<file path="config.mk">
export PLATFORM = sky130hd
export DESIGN_NAME = pipe_stage_skid
export DESIGN_NICKNAME = d
export VERILOG_FILES = /design/src/rtl/pipe_stage_skid.sv
export SDC_FILE = /design/constraint.sdc
export NUM_CORES = 1
export LEC_CHECK = 0
export ABC_AREA = 1
export BUFFER_PORTS_ARGS = -buffer_cell sky130_fd_sc_hd__buf_2
export CAP_MARGIN = 25
export CORE_MARGIN = 1.5
export CORE_UTILIZATION = 40
export DETAILED_ROUTE_END_ITERATION = 8
export PLACE_DENSITY = 0.74
export REMOVE_ABC_BUFFERS = 1
export SLEW_MARGIN = 20
export SYNTH_ARGS = -nofsm -noshare
export SYNTH_HDL_FRONTEND = slang
export SYNTH_SLANG_ARGS = --single-unit
</file>
<file path="constraint.sdc">
create_clock -name clk -period 4.2 [get_ports clk]
set_input_delay 0.84 -clock clk [delete_from_list [all_inputs] [get_ports clk]]
set_output_delay 0.84 -clock clk [all_outputs]
set_load 0.02 [all_outputs]
</file>
<file path="src/rtl/pipe_stage_skid.sv">
// Pipeline stage register with valid/ready handshake, two-entry skid buffer,
// synchronous flush and a saturating upstream-stall counter.
module pipe_stage_skid #(
   parameter int unsigned        DATA_W     = 16,
   parameter logic [DATA_W-1:0]  BUBBLE_VAL = '0,
   parameter int unsigned        CNT_W      = 8
) (
   input  logic              clk,
   input  logic              rst,
   input  logic              flush,
   input  logic              in_valid,
   output logic              in_ready,
   input  logic [DATA_W-1:0] in_data,
   output logic              out_valid,
   input  logic              out_ready,
   output logic [DATA_W-1:0] out_data,
   output logic [1:0]        occupancy,
   output logic [CNT_W-1:0]  stall_cnt
);

   typedef enum logic [1:0] {
      ST_EMPTY = 2'd0,
      ST_ONE   = 2'd1,
      ST_FULL  = 2'd2
   } state_t;

   state_t            r_state;
   state_t            w_state_nxt;
   logic [DATA_W-1:0] r_mreg;
   logic [DATA_W-1:0] r_sreg;
   logic [CNT_W-1:0]  r_stall_cnt;

   logic w_mvalid;
   logic w_svalid;
   logic w_in_fire;
   logic w_out_fire;
   logic w_load_m_in;
   logic w_load_m_skid;
   logic w_load_s;
   logic w_stall;

   assign w_mvalid = (r_state != ST_EMPTY);
   assign w_svalid = (r_state == ST_FULL);

   // in_ready looks only at registered skid state, flush and reset, so
   // downstream backpressure never ripples combinationally upstream.
   assign in_ready   = rst & ~w_svalid & ~flush;
   assign out_valid  = w_mvalid & ~flush;
   assign w_in_fire  = in_valid & in_ready;
   assign w_out_fire = out_valid & out_ready;

   always_comb begin
      // NOTE: every combinational output gets a default first so no path
      // through the case leaves a signal unassigned (which would infer a latch).
      w_state_nxt   = r_state;
      w_load_m_in   = 1'b0;
      w_load_m_skid = 1'b0;
      w_load_s      = 1'b0;
      if (flush) begin
         w_state_nxt = ST_EMPTY;
      end else begin
         unique case (r_state)
            ST_EMPTY: begin
               if (w_in_fire) begin
                  w_load_m_in = 1'b1;
                  w_state_nxt = ST_ONE;
               end
            end
            ST_ONE: begin
               if (w_in_fire && w_out_fire) begin
                  w_load_m_in = 1'b1;
               end else if (w_in_fire) begin
                  w_load_s    = 1'b1;
                  w_state_nxt = ST_FULL;
               end else if (w_out_fire) begin
                  w_state_nxt = ST_EMPTY;
               end
            end
            ST_FULL: begin
               if (w_out_fire) begin
                  w_load_m_skid = 1'b1;
                  w_state_nxt   = ST_ONE;
               end
            end
            default: w_state_nxt = ST_EMPTY;
         endcase
      end
   end

   // NOTE: sequential state uses non-blocking assignments so every register
   // samples pre-edge values regardless of statement order.
   always_ff @(posedge clk or negedge rst) begin
      if (!rst) begin
         r_state <= ST_EMPTY;
      end else begin
         r_state <= w_state_nxt;
      end
   end

   // NOTE: payload registers carry no reset; they are only observable through
   // out_data when the state says they are valid, so reset would be wasted.
   always_ff @(posedge clk) begin
      if (w_load_m_in) begin
         r_mreg <= in_data;
      end else if (w_load_m_skid) begin
         r_mreg <= r_sreg;
      end
      if (w_load_s) begin
         r_sreg <= in_data;
      end
   end

   assign w_stall = in_valid & ~in_ready & ~flush;

   always_ff @(posedge clk or negedge rst) begin
      if (!rst) begin
         r_stall_cnt <= '0;
      end else if (w_stall && (r_stall_cnt != {CNT_W{1'b1}})) begin
         r_stall_cnt <= r_stall_cnt + CNT_W'(1);
      end
   end

   assign out_data  = out_valid ? r_mreg : BUBBLE_VAL;
   assign occupancy = r_state;
   assign stall_cnt = r_stall_cnt;

endmodule
</file>
==> flow_metrics.tcl <==
set metrics [dict create \
    clk_pin_slew_ns 0.08 \
    vdd_drop_max_uv 163.1 \
    synth.distinct_cells 21 \
    arrival_ns 1.76 \
    fin_area_um2 2409 \
    drt_iter0_markers 59 \
    slew_headroom_pct 68.88 \
    ios 49 \
    synthesis.area_um2 1998 \
    post-place-ws_ns 1.578 \
    vias 1487 \
    tightest_slew_ns 0.4663 \
    clk_path_buf_depth 2 \
    finalHoldViolations 0 \
    clkLatencyLatePin_ns 0.29 \
    final_cell_mix "nand2_1, buf_2, edfxtp_1, nor2_1, inv_1" \
    gp_congestion 0.8083 \
    gr-total-overflow 0 \
    powerDensity_nw_per_um2 409.6 \
    fin_skew_ns 0.004240 \
    syn2layout_area_growth_pct 20.54 \
    cts_root_buf "clkbuf_8" \
    netlist_instances 222 \
    drc 0 \
    die_h_um 73.68 \
    portBuffers 48 \
    tritoncts "yes" \
    seq_area_frac_synth_pct 60.61 \
    leakage_nw 1.215 \
    grt_pass1_vias 1379 \
    dieArea_um2 5429 \
    cts_buffers 5 \
    grt_max_degree 18 \
    grt_use_met1_pct 17.15 \
    slew_violations 0 \
    grt_use_met2_pct 24.32 \
    fin_ws_ns 1.599 \
    num_rows 25 \
    antenna_found_initial 0 \
    routed_wl_um 3570 \
    critPathRequiredTime_ns 3.36 \
    grt_pass1_wl_um 5975 \
    start_util_pct 42.03 \
    grt-busiest-layer "met2" \
    final_common_cell "nand2_1" \
    dp_hpwl_um 2572 \
    cp_max_fo 16 \
    synth_area_per_cell_um2 9.001 \
    status "complete, no violations" \
    rsz0062_at_grt "false" \
    cts_resized 0 \
    start_kind "input port" \
    grt_use_total_pct 14.81 \
    yosysWarnings 0 \
    maxCapViolCount 0 \
    final.setup.tns_ns 0 \
    fin_crit_sh_pct 61.92 \
    h-tree-depth 2 \
    placed_cell_area_um2 2298 \
    wire_per_inst_um 10.41 \
    cts_setup_buffers 0 \
    core_um2 4755 \
    diodes 0 \
    die_w_um 73.68 \
    antenna_left 0 \
    global_route.usage.met3_pct 4.801 \
    final-setup-viol-count 0 \
    max_freq_mhz 384.5 \
    drt_first_pass_iters 4 \
    crit_type "input port to primary output" \
    hold_class "input port to asynchronous set/reset pin" \
    period_needed_ns 2.601 \
    drive_gt1_share_pct 23.55 \
    viasPerCell 4.335 \
    clock_sinks 42 \
    nNetsFinal 297 \
    ys_ff_latch 42 \
    nFillCells 449 \
    cts_hold_buf 0 \
    endpoint_kind "primary output" \
]
## flip-flops by register name (all words and copies together), names as in the netlist
name / cells
r_sreg: 16
stall_cnt: 8
r_mreg: 16
occupancy: 2
## cell usage after synthesis
cell / count / area [um^2]
a21oi_1: 2 / 10.01
buf_2: 1 / 5.000
buf_6: 3 / 33.78
dfrtp_1: 10 / 250.2
edfxtp_1: 32 / 960.9
ha_1: 1 / 12.51
inv_1: 29 / 108.9
inv_2: 2 / 7.510
inv_4: 1 / 6.260
nand2_1: 91 / 341.6
nand3_1: 6 / 30.03
nand3_2: 1 / 10.01
nand4_1: 4 / 25.02
nand4_4: 1 / 21.27
nor2_1: 30 / 112.6
nor2_2: 1 / 6.260
nor2_4: 1 / 11.26
o21ai_0: 2 / 10.01
o21ai_2: 1 / 8.760
xnor2_1: 1 / 8.760
xor2_1: 2 / 17.52
## cells by family (layout without fill, tap and decap cells)
group / Yosys count / count (layout) / share of synthesized area, %
compound gates: 5 / 5 / 1.440
flops: 42 / 42 / 60.61
fa+ha+maj: 1 / 1 / 0.6261
buf+inv: 36 / 90 / 8.077
xor+xnor: 3 / 3 / 1.315
simple gates: 135 / 135 / 27.93
## routing by layer
layer	vias to the layer above	part of all wire (%)
met1	649	44
met5	-	0
li1	798	-
met4	0	2.8
met3	9	4.0
met2	31	49
## critical path, cell delays in order
cell and delay (ns):
buf_2 0.14, nor2_1 0.18, inv_1 0.25, nor2_1 0.17, buf_2 0.18
## report_power, final
part	total (mW)	switching [mW]	leakage (nW)	internal [mW]
combinational	0.170	0.111	0.739	0.0592
sequential	0.503	0.0285	0.425	0.474
clock	0.314	0.137	0.0514	0.177
total	0.987	0.276	1.21	0.711
## metrics by stage
stage | total power, mW | hold WS [ns] | util [%] | cells
after floorplan | 0.6187 | 0.4874 | - | 218
after global placement | 0.6791 | 0.4907 | 48.34 | 335
after detailed placement | 0.6834 | 0.4972 | 48.34 | 335
after CTS | 0.9985 | 0.4255 | 50.66 | 343
after global routing | 1.042 | 0.4304 | 50.66 | 343
final | 0.9866 | 0.4217 | 50.66 | 343
## final timing paths
| check | startpoint | endpoint | slack [ns] | cells after the start |
|---|---|---|---|---|
| max | flush | out_data[3] | 1.60 | 5 |
| min | rst | stall_cnt[0] | 0.42 | 1 |
| max reg2reg | occupancy[0] | r_mreg[13] | 2.40 | 6 |
| min reg2reg | r_sreg[6] | r_mreg[6] | 0.51 | 2 |
| max in group asynchronous | rst | stall_cnt[3] | 3.54 | 1 |
| min in group clk | r_sreg[6] | r_mreg[6] | 0.51 | 2 |
## cell type report
type | instances | area [um^2] | area share [%]
Inverter | 32 | 122.6 | 5.091
Sequential cell | 42 | 1211 | 50.29
Clock buffer | 6 | 72.57 | 3.013
Timing Repair Buffer | 50 | 255.2 | 10.60
Clock inverter | 2 | 37.54 | 1.558
Tap cell | 67 | 83.83 | 3.481
Multi-Input combinational cell | 144 | 625.6 | 25.97
Note: power is estimated with default switching activity, not from simulation.
